[src/rtl/mem_access_ctrl.sv]
`timescale 1ns/1ps
// mem_access_ctrl
//   Memory-side responder for the address selected by the IorD mux. Accepts one
//   load/store per req handshake and drives a 1-cycle-latency synchronous word
//   RAM. Loads extract and sign/zero-extend byte or halfword lanes. Sub-word
//   stores are done as read-modify-write. Misaligned or out-of-range accesses
//   complete with an error flag and no RAM cycle.
//
// Ports
//   clk_i        rising-edge clock
//   rst_ni       asynchronous active-low reset
//   req_i        request, sampled only in idle
//   we_i         1 = store, 0 = load
//   size_i       00 word, 01 half, 10 byte, 11 reserved
//   sign_ext_i   loads: 1 = sign-extend, 0 = zero-extend
//   addr_i       byte address
//   wdata_i      store data, right-aligned for sub-word sizes
//   ack_o        one-cycle completion pulse
//   rdata_o      load result, valid with ack, held until the next load ack
//   busy_o       access in progress (state != idle)
//   misalign_o   pulse with ack: misaligned address or reserved size
//   oob_o        pulse with ack: word index beyond RAM depth
//   mem_addr_o   RAM word address
//   mem_we_o     RAM write enable
//   mem_wdata_o  RAM write data
//   mem_rdata_i  RAM read data, valid one cycle after mem_addr_o

module mem_access_ctrl #(
  parameter int unsigned MemWords = 256,
  parameter int unsigned MemAw    = 8
) (
  input  logic             clk_i,
  input  logic             rst_ni,
  input  logic             req_i,
  input  logic             we_i,
  input  logic [1:0]       size_i,
  input  logic             sign_ext_i,
  input  logic [31:0]      addr_i,
  input  logic [31:0]      wdata_i,
  output logic             ack_o,
  output logic [31:0]      rdata_o,
  output logic             busy_o,
  output logic             misalign_o,
  output logic             oob_o,
  output logic [MemAw-1:0] mem_addr_o,
  output logic             mem_we_o,
  output logic [31:0]      mem_wdata_o,
  input  logic [31:0]      mem_rdata_i
);

  localparam logic [1:0] SizeWord = 2'b00;
  localparam logic [1:0] SizeHalf = 2'b01;
  localparam logic [1:0] SizeByte = 2'b10;
  localparam logic [1:0] SizeRsvd = 2'b11;

  typedef enum logic [3:0] {
    StIdle,
    StRd,
    StRdCap,
    StWr,
    StRmwRd,
    StRmwMrg,
    StRmwWr,
    StAck,
    StErrAck
  } state_e;

  state_e state_q, state_d;

  // Access attributes latched at acceptance.
  logic [1:0]       size_q, size_d;
  logic             sext_q, sext_d;
  logic [1:0]       lane_q, lane_d;
  logic [15:0]      wlow_q, wlow_d;

  // Registered outputs.
  logic             ack_q, ack_d;
  logic             misalign_q, misalign_d;
  logic             oob_q, oob_d;
  logic             busy_q, busy_d;
  logic [31:0]      rdata_q, rdata_d;
  logic [MemAw-1:0] mem_addr_q, mem_addr_d;
  logic             mem_we_q, mem_we_d;
  logic [31:0]      mem_wdata_q, mem_wdata_d;

  // Acceptance-time error decode.
  logic req_misalign;
  logic req_oob;

  always_comb begin
    req_misalign = (size_i == SizeRsvd) ||
                   ((size_i == SizeHalf) && addr_i[0]) ||
                   ((size_i == SizeWord) && (addr_i[1:0] != 2'b00));
    req_oob      = (addr_i[31:2] >= 30'(MemWords));
  end

  // Lane extraction for loads and lane replacement for sub-word stores, both
  // working on the RAM word that arrives one cycle after the address.
  logic [7:0]  ld_byte;
  logic [15:0] ld_half;
  logic [31:0] ld_value;
  logic [31:0] merged;

  always_comb begin
    ld_byte = mem_rdata_i[{lane_q, 3'b000} +: 8];
    ld_half = lane_q[1] ? mem_rdata_i[31:16] : mem_rdata_i[15:0];
    case (size_q)
      SizeByte: ld_value = {{24{sext_q & ld_byte[7]}}, ld_byte};
      SizeHalf: ld_value = {{16{sext_q & ld_half[15]}}, ld_half};
      default:  ld_value = mem_rdata_i;
    endcase

    merged = mem_rdata_i;
    if (size_q == SizeByte) begin
      merged[{lane_q, 3'b000} +: 8] = wlow_q[7:0];
    end else begin
      merged[{lane_q[1], 4'b0000} +: 16] = wlow_q;
    end
  end

  always_comb begin
    state_d     = state_q;
    size_d      = size_q;
    sext_d      = sext_q;
    lane_d      = lane_q;
    wlow_d      = wlow_q;
    ack_d       = 1'b0;
    misalign_d  = 1'b0;
    oob_d       = 1'b0;
    rdata_d     = rdata_q;
    mem_addr_d  = mem_addr_q;
    mem_we_d    = 1'b0;
    mem_wdata_d = mem_wdata_q;

    unique case (state_q)
      StIdle: begin
        if (req_i) begin
          size_d = size_i;
          sext_d = sign_ext_i;
          lane_d = addr_i[1:0];
          wlow_d = wdata_i[15:0];
          if (req_misalign || req_oob) begin
            state_d    = StErrAck;
            ack_d      = 1'b1;
            misalign_d = req_misalign;
            oob_d      = req_oob;
          end else begin
            mem_addr_d = addr_i[MemAw+1:2];
            if (!we_i) begin
              state_d = StRd;
            end else if (size_i == SizeWord) begin
              state_d     = StWr;
              mem_we_d    = 1'b1;
              mem_wdata_d = wdata_i;
            end else begin
              state_d = StRmwRd;
            end
          end
        end
      end
      StRd: begin
        state_d = StRdCap;
      end
      StRdCap: begin
        rdata_d = ld_value;
        state_d = StAck;
        ack_d   = 1'b1;
      end
      StWr: begin
        state_d = StAck;
        ack_d   = 1'b1;
      end
      StRmwRd: begin
        state_d = StRmwMrg;
      end
      StRmwMrg: begin
        mem_wdata_d = merged;
        mem_we_d    = 1'b1;
        state_d     = StRmwWr;
      end
      StRmwWr: begin
        state_d = StAck;
        ack_d   = 1'b1;
      end
      StAck, StErrAck: begin
        state_d = StIdle;
      end
      default: begin
        state_d = StIdle;
      end
    endcase

    busy_d = (state_d != StIdle);
  end

  // Asynchronous reset clears mem_we_q at once, so an abort in StRmwWr never
  // reaches the RAM.
  always_ff @(posedge clk_i or negedge rst_ni) begin
    if (!rst_ni) begin
      state_q     <= StIdle;
      size_q      <= 2'b00;
      sext_q      <= 1'b0;
      lane_q      <= 2'b00;
      wlow_q      <= 16'h0000;
      ack_q       <= 1'b0;
      misalign_q  <= 1'b0;
      oob_q       <= 1'b0;
      busy_q      <= 1'b0;
      rdata_q     <= 32'h0000_0000;
      mem_addr_q  <= '0;
      mem_we_q    <= 1'b0;
      mem_wdata_q <= 32'h0000_0000;
    end else begin
      state_q     <= state_d;
      size_q      <= size_d;
      sext_q      <= sext_d;
      lane_q      <= lane_d;
      wlow_q      <= wlow_d;
      ack_q       <= ack_d;
      misalign_q  <= misalign_d;
      oob_q       <= oob_d;
      busy_q      <= busy_d;
      rdata_q     <= rdata_d;
      mem_addr_q  <= mem_addr_d;
      mem_we_q    <= mem_we_d;
      mem_wdata_q <= mem_wdata_d;
    end
  end

  assign ack_o       = ack_q;
  assign misalign_o  = misalign_q;
  assign oob_o       = oob_q;
  assign busy_o      = busy_q;
  assign rdata_o     = rdata_q;
  assign mem_addr_o  = mem_addr_q;
  assign mem_we_o    = mem_we_q;
  assign mem_wdata_o = mem_wdata_q;

endmodule

[config.mk]
export PLATFORM = sky130hd
export DESIGN_NAME = mem_access_ctrl
export DESIGN_NICKNAME = d
export VERILOG_FILES = /design/src/rtl/mem_access_ctrl.sv
export SDC_FILE = /design/constraint.sdc
export NUM_CORES = 1
export LEC_CHECK = 0
export BUFFER_PORTS_ARGS = -buffer_cell sky130_fd_sc_hd__buf_2
export CAP_MARGIN = 5
export CORE_UTILIZATION = 52
export DETAILED_ROUTE_END_ITERATION = 16
export PLACE_DENSITY = 0.88
export SKIP_CTS_REPAIR_TIMING = 1
export SLEW_MARGIN = 0
export SYNTH_ARGS = -nofsm -noshare
export SYNTH_HDL_FRONTEND = slang
export SYNTH_SLANG_ARGS = --single-unit
[constraint.sdc]
create_clock -name clk_i -period 3.2 [get_ports clk_i]
set_input_delay 0.16 -clock clk_i [delete_from_list [all_inputs] [get_ports clk_i]]
set_output_delay 0.16 -clock clk_i [all_outputs]
set_load 0.01 [all_outputs]
# Word level (Yosys, flattened, before mapping)
# Index checks and enable logic that the tools add are counted.
totals:
  out_inout_bits: 77
  input_bits: 103
  reg_bits: 102
op_classes:
  reduce_logical: 14
  n_mux: 29
  shifts: 5
  addsub: 2
  n_eq_ne: 14
  n_lt_le_gt_ge: 1
  bitwise_logic: 3
ops:
  columns: ["op", "count"]
  rows:
  - ["32-bit 2-to-1 mux", 5]
  - ["32-bit case mux with 2 select lines", 2]
  - ["32-bit bitwise mux", 2]
  - ["16-bit by 7-bit variable shift with 32-bit output (first input constant)", 1]
  - ["8-bit by 7-bit variable shift with 32-bit output (first input constant)", 1]
  - ["16-bit by 7-bit indexed part select with 32-bit output", 1]
  - ["32-bit by 6-bit indexed part select with 8-bit output", 1]
  - ["8-bit by 7-bit indexed part select with 32-bit output", 1]
  - ["30-bit by 9-bit greater-or-equal comparator with 1-bit output (second input constant)", 1]
  - ["4-bit case mux with 5 select lines", 1]
  - ["16-bit 2-to-1 mux", 1]
  - ["5-bit negation with 7-bit output", 2]
  - ["4-bit by 3-bit equality test with 1-bit output (second input constant)", 3]
  - ["1-bit 2-to-1 mux", 12]
  - ["4-bit by 2-bit equality test with 1-bit output (second input constant)", 2]
  - ["4-bit 2-to-1 mux", 2]
  - ["2-bit != test (second input constant)", 4]
  - ["3-bit 2-to-1 mux", 2]
  - ["5-bit AND reduction", 1]
  - ["2-bit by 1-bit equality test with 1-bit output (second input constant)", 2]
  - ["2-bit equality test (second input constant)", 2]
  - ["4-bit by 1-bit equality test with 1-bit output (second input constant)", 1]
  - ["4-bit zero test", 1]
  - ["1-bit case mux with 2 select lines", 2]
  - ["other kinds (10)", 15]

# Longest topological paths before layout
depth:
  word_depth: 9
  ltp_mapped: 9
  ltp_nobuf: 7

# Worst setup path after synthesis
# No wires, ideal clock.
synth_path:
  path_kind: "reg-to-reg"
  startpoint: "register lane_q[1]"
  endpoint: "register mem_wdata_q[2], in the netlist mem_wdata_o[2]"
  arrival_time_ps: 2387
  path_buffers: 2
  required_time_ps: 3136
  synth_period_minus_slack_ps: 2451
  path_slack_ps: 749
  path_stages_with_launch: 9
  cell_sequence: "dfrtp_1 clkbuf_1 clkinv_1 clkbuf_1 ha_1 nor3_1 a21oi_1 o31ai_1 mux2_4"
synth_via:
  elab_chain_cells: 5
synth_lines:
  columns: ["element", "line", "text"]
  rows:
  - ["start: declaration", "73", "logic [1:0] lane_q, lane_d;"]
  - ["start signal: assignment", "217", "lane_q <= lane_d;"]
  - ["5-bit negation with 7-bit output (on tied branches)", "117, 115", null]
  - ["16-bit by 7-bit indexed part select with 32-bit output (tied with other cells)", "117", "merged[{lane_q[1], 4'b0000} +: 16] = wlow_q;"]
  - ["32-bit bitwise mux (on tied branches)", "117, 115", null]
  - ["32-bit 2-to-1 mux *", "114", "if (size_q == SizeByte) begin"]
  - ["32-bit case mux with 2 select lines *", "135", "unique case (state_q)"]
  - ["end signal: assignment", "226", "mem_wdata_q <= mem_wdata_d;"]
  - ["end: declaration", "84", "logic [31:0] mem_wdata_q, mem_wdata_d;"]
# Every way passes the cells marked *; elsewhere a longest branch is shown, timed or not.
# A chain may end at the register's enable or synchronous reset.

# Worst setup path after layout
layout_path:
  startpoint: "register size_q[1]"
  endpoint: "register rdata_q[13], in the netlist rdata_o[13]"
layout_via:
  elab_chain_cells: 2
layout_lines:
  columns: ["element", "line", "text"]
  rows:
  - ["start: declaration", "71", "logic [1:0] size_q, size_d;"]
  - ["start signal: assignment", "215", "size_q <= size_d;"]
  - ["2-bit by 1-bit equality test with 1-bit output or 2-bit equality test (tied branches)", "107", "case (size_q)"]
  - ["32-bit case mux with 2 select lines *", "107", null]
  - ["end signal: assignment", "223", "rdata_q <= rdata_d;"]
  - ["end: declaration", "81", "logic [31:0] rdata_q, rdata_d;"]
# Marked as above.

==> impl_metrics.json <==
{
  "finClkSkew_ps": 8.19,
  "ys_ff_latch": 102,
  "wirelength_um": 17600,
  "multi_input_area_sq_mm": 0.00282,
  "use_met3": 0.0578,
  "clkLatencyLatePin_ps": 380,
  "fin_nets": 905,
  "dr.pass1.iters": 5,
  "drv_cap": 0,
  "worstPathArrival_ps": 2850,
  "grt_antenna_before_repair": 0,
  "drive_gt1_frac": 0.313,
  "min_path_type": "primary input to flip-flop",
  "leakage_uw": 0.00360,
  "nFillCells": 851,
  "vdd_drop_max_mv": 0.321,
  "die_h_um": 107,
  "drc": 0,
  "seqPwrFrac": 0.404,
  "core_sq_mm": 0.0105,
  "p_int_uw": 2560,
  "status": "finished clean",
  "use_met1": 0.414,
  "p_sw_uw": 1670,
  "synthArstFlopShare": 1.00,
  "die_x_um": 107,
  "crit_path_max_fanout": 19,
  "hold_viol_final": 0,
  "fin_cells": 936,
  "critical_path_class": "flip-flop to flip-flop",
  "synth_top_flop_cell": "dfrtp_1",
  "ys_seq_area_frac": 0.448,
  "syn-instance-count": 630,
  "tightest_slew_ps": 820,
  "fin_crit_ps": 2560,
  "place_inst": 919,
  "gr-total-overflow": 0,
  "maxSlewViolCount": 0,
  "syn_area_per_cell_sq_um": 9.05,
  "cts_inserted_buffers": 9,
  "p_per_area_mw_per_mm2": 610,
  "num_rows": 37,
  "ys.warnings.count": 0,
  "ff_latch_area_sq_mm": 0.00255,
  "synth.largest_area_cell": "dfrtp_1",
  "crit_required_ps": 3480,
  "yosys.cell_types.count": 40,
  "synth.area.top_cells": "dfrtp_1 45%, mux2_2 6.5%, o21ai_0 5.7%",
  "grt_pass1_wl_um": 27500,
  "relSlewSlack": 0.453,
  "netlist.area_leader.share": 0.448,
  "initial_core_util": 0.545,
  "h-tree-depth": 3,
  "globalplace.congestion": 0.912,
  "cts_sinks": 102,
  "worstSetupEndpointType": "flip-flop",
  "grt_start_max_net_pins": 69,
  "grt_pass1_vias": 5347,
  "area_delta_synth_final_pct": 21.8,
  "drt_iter0_drc": 510,
  "dp_hpwl_um": 13000,
  "synth_fp_nets": 740,
  "ant_nets": 0,
  "cts_tree": "done",
  "combPwrFrac": 0.375,
  "track_usage": 0.315,
  "pin_count": 180,
  "fin_crit_sh": 0.801,
  "viasPerCell": 5.98,
  "wl_per_cell_um": 18.8,
  "tns_ps": 0,
  "rsz0062_at_grt": "false",
  "use_met2": 0.512,
  "clock_path_buffers": 2,
  "busiest_layer": "met2",
  "cts_root_buffer": "clkbuf_8",
  "die_area_sq_mm": 0.0114,
  "mappedNetlistArea_sq_mm": 0.00570,
  "max_clock_freq_mhz": 390,
  "clk_pin_slew_ps": 100,
  "holdWs_ps": 10.3,
  "setup_viol": 0,
  "antennaDiodeCount": 0,
  "sw_frac_of_total": 0.395,
  "p_clk_frac": 0.222,
  "vias": 5595,
  "start_kind": "flip-flop",
  "synth-edff-count": 0,
  "port-buffer-count": 179
}
[worst max-delay path, cell delays in order, from the launching register on]
cell,delay [ps]
dfrtp_1,410
ha_1,690
clkinv_1,590
nand2_1,420
a21oi_1,120
o21ai_0,230
[metal layers]
layer	up-vias	wire [um]
li1	2547	-
met1	2667	7230
met2	331	8270
met3	50	1500
met4	0	588
met5	-	0
[power by group through the flow]
stage,registers (uW),clock network (uW),logic [uW]
after floorplan,1710,0,1010
after global placement,1710,0,1500
after detailed placement,1720,0,1550
after CTS,1700,948,1560
after global routing,1730,990,1740
final,1710,939,1590
[cells by family after synthesis]
group                      synth area share
and+or+nand+nor                       0.123
DFF                                   0.448
adders and majority gates            0.0154
buffers and inverters                0.0595
muxes                                 0.127
AOI/OAI and AO/OA                     0.228
[cell usage after synthesis (all sizes together), types with 2 or more instances]
cell / number
buf: 8
clkbuf: 33
nor2b: 3
o21ai: 65
a22oi: 7
nand3: 2
or3: 2
and2: 2
a21o: 2
inv: 40
a22o: 7
nor2: 57
a31oi: 2
nand2: 79
nor3: 5
clkinv: 2
a211oi: 32
ha: 7
o31ai: 32
dfrtp: 102
nor4: 6
a21oi: 61
nand2b: 2
mux2: 62
[worst paths after layout]
kind	from	end	slack, ps	cells after the start
min reg2reg	rdata_o[3]$_DFFE_PN0P_	rdata_o[3]$_DFFE_PN0P_	480	2
max in group asynchronous	rst_ni	rdata_o[31]$_DFFE_PN0P_	1970	3
min	addr_i[5]	mem_addr_o[3]$_DFFE_PN0P_	10	2
max	size_q[1]$_DFFE_PN0P_	rdata_o[13]$_DFFE_PN0P_	640	5
min in group asynchronous	rst_ni	mem_wdata_o[10]$_DFFE_PN0P_	420	2
max reg2reg	size_q[1]$_DFFE_PN0P_	rdata_o[13]$_DFFE_PN0P_	640	5
[area by class of cell]
class | instances | area share
multi-input combinational | 445 | 0.406
sequential | 102 | 0.367
timing repair buffer | 195 | 0.147
tap | 136 | 0.0245
inverter | 42 | 0.0227
clock buffer | 10 | 0.0198
clock inverter | 6 | 0.0131
[sequential cells by signal (all words and copies together), names as in the netlist]
register	cells
busy_o	1
wlow_q	16
mem_addr_o	8
mem_we_o	1
size_q	2
state_q	4
oob_o	1
sext_q	1
misalign_o	1
rdata_o	32
lane_q	2
ack_o	1
mem_wdata_o	32
[placed cells by master (no fill, tap or decap), drive strengths merged, types with 10 or more instances in the layout]
| master | n |
|---|---|
| a211oi | 32 |
| a21oi | 61 |
| buf | 194 |
| clkbuf | 10 |
| dfrtp | 102 |
| inv | 42 |
| mux2 | 62 |
| nand2 | 79 |
| nor2 | 57 |
| o21ai | 65 |
| o31ai | 32 |
[stage by stage]
stage	setup WS [ps]	total power, uW	util	cell area (sq um)
after floorplan	749	2710	-	5700
after global placement	849	3210	0.641	6710
after detailed placement	715	3270	0.641	6710
after CTS	713	4210	0.663	6940
after global routing	477	4460	0.664	6950
final	637	4240	0.664	6950
(Power assumes the default switching activity.)
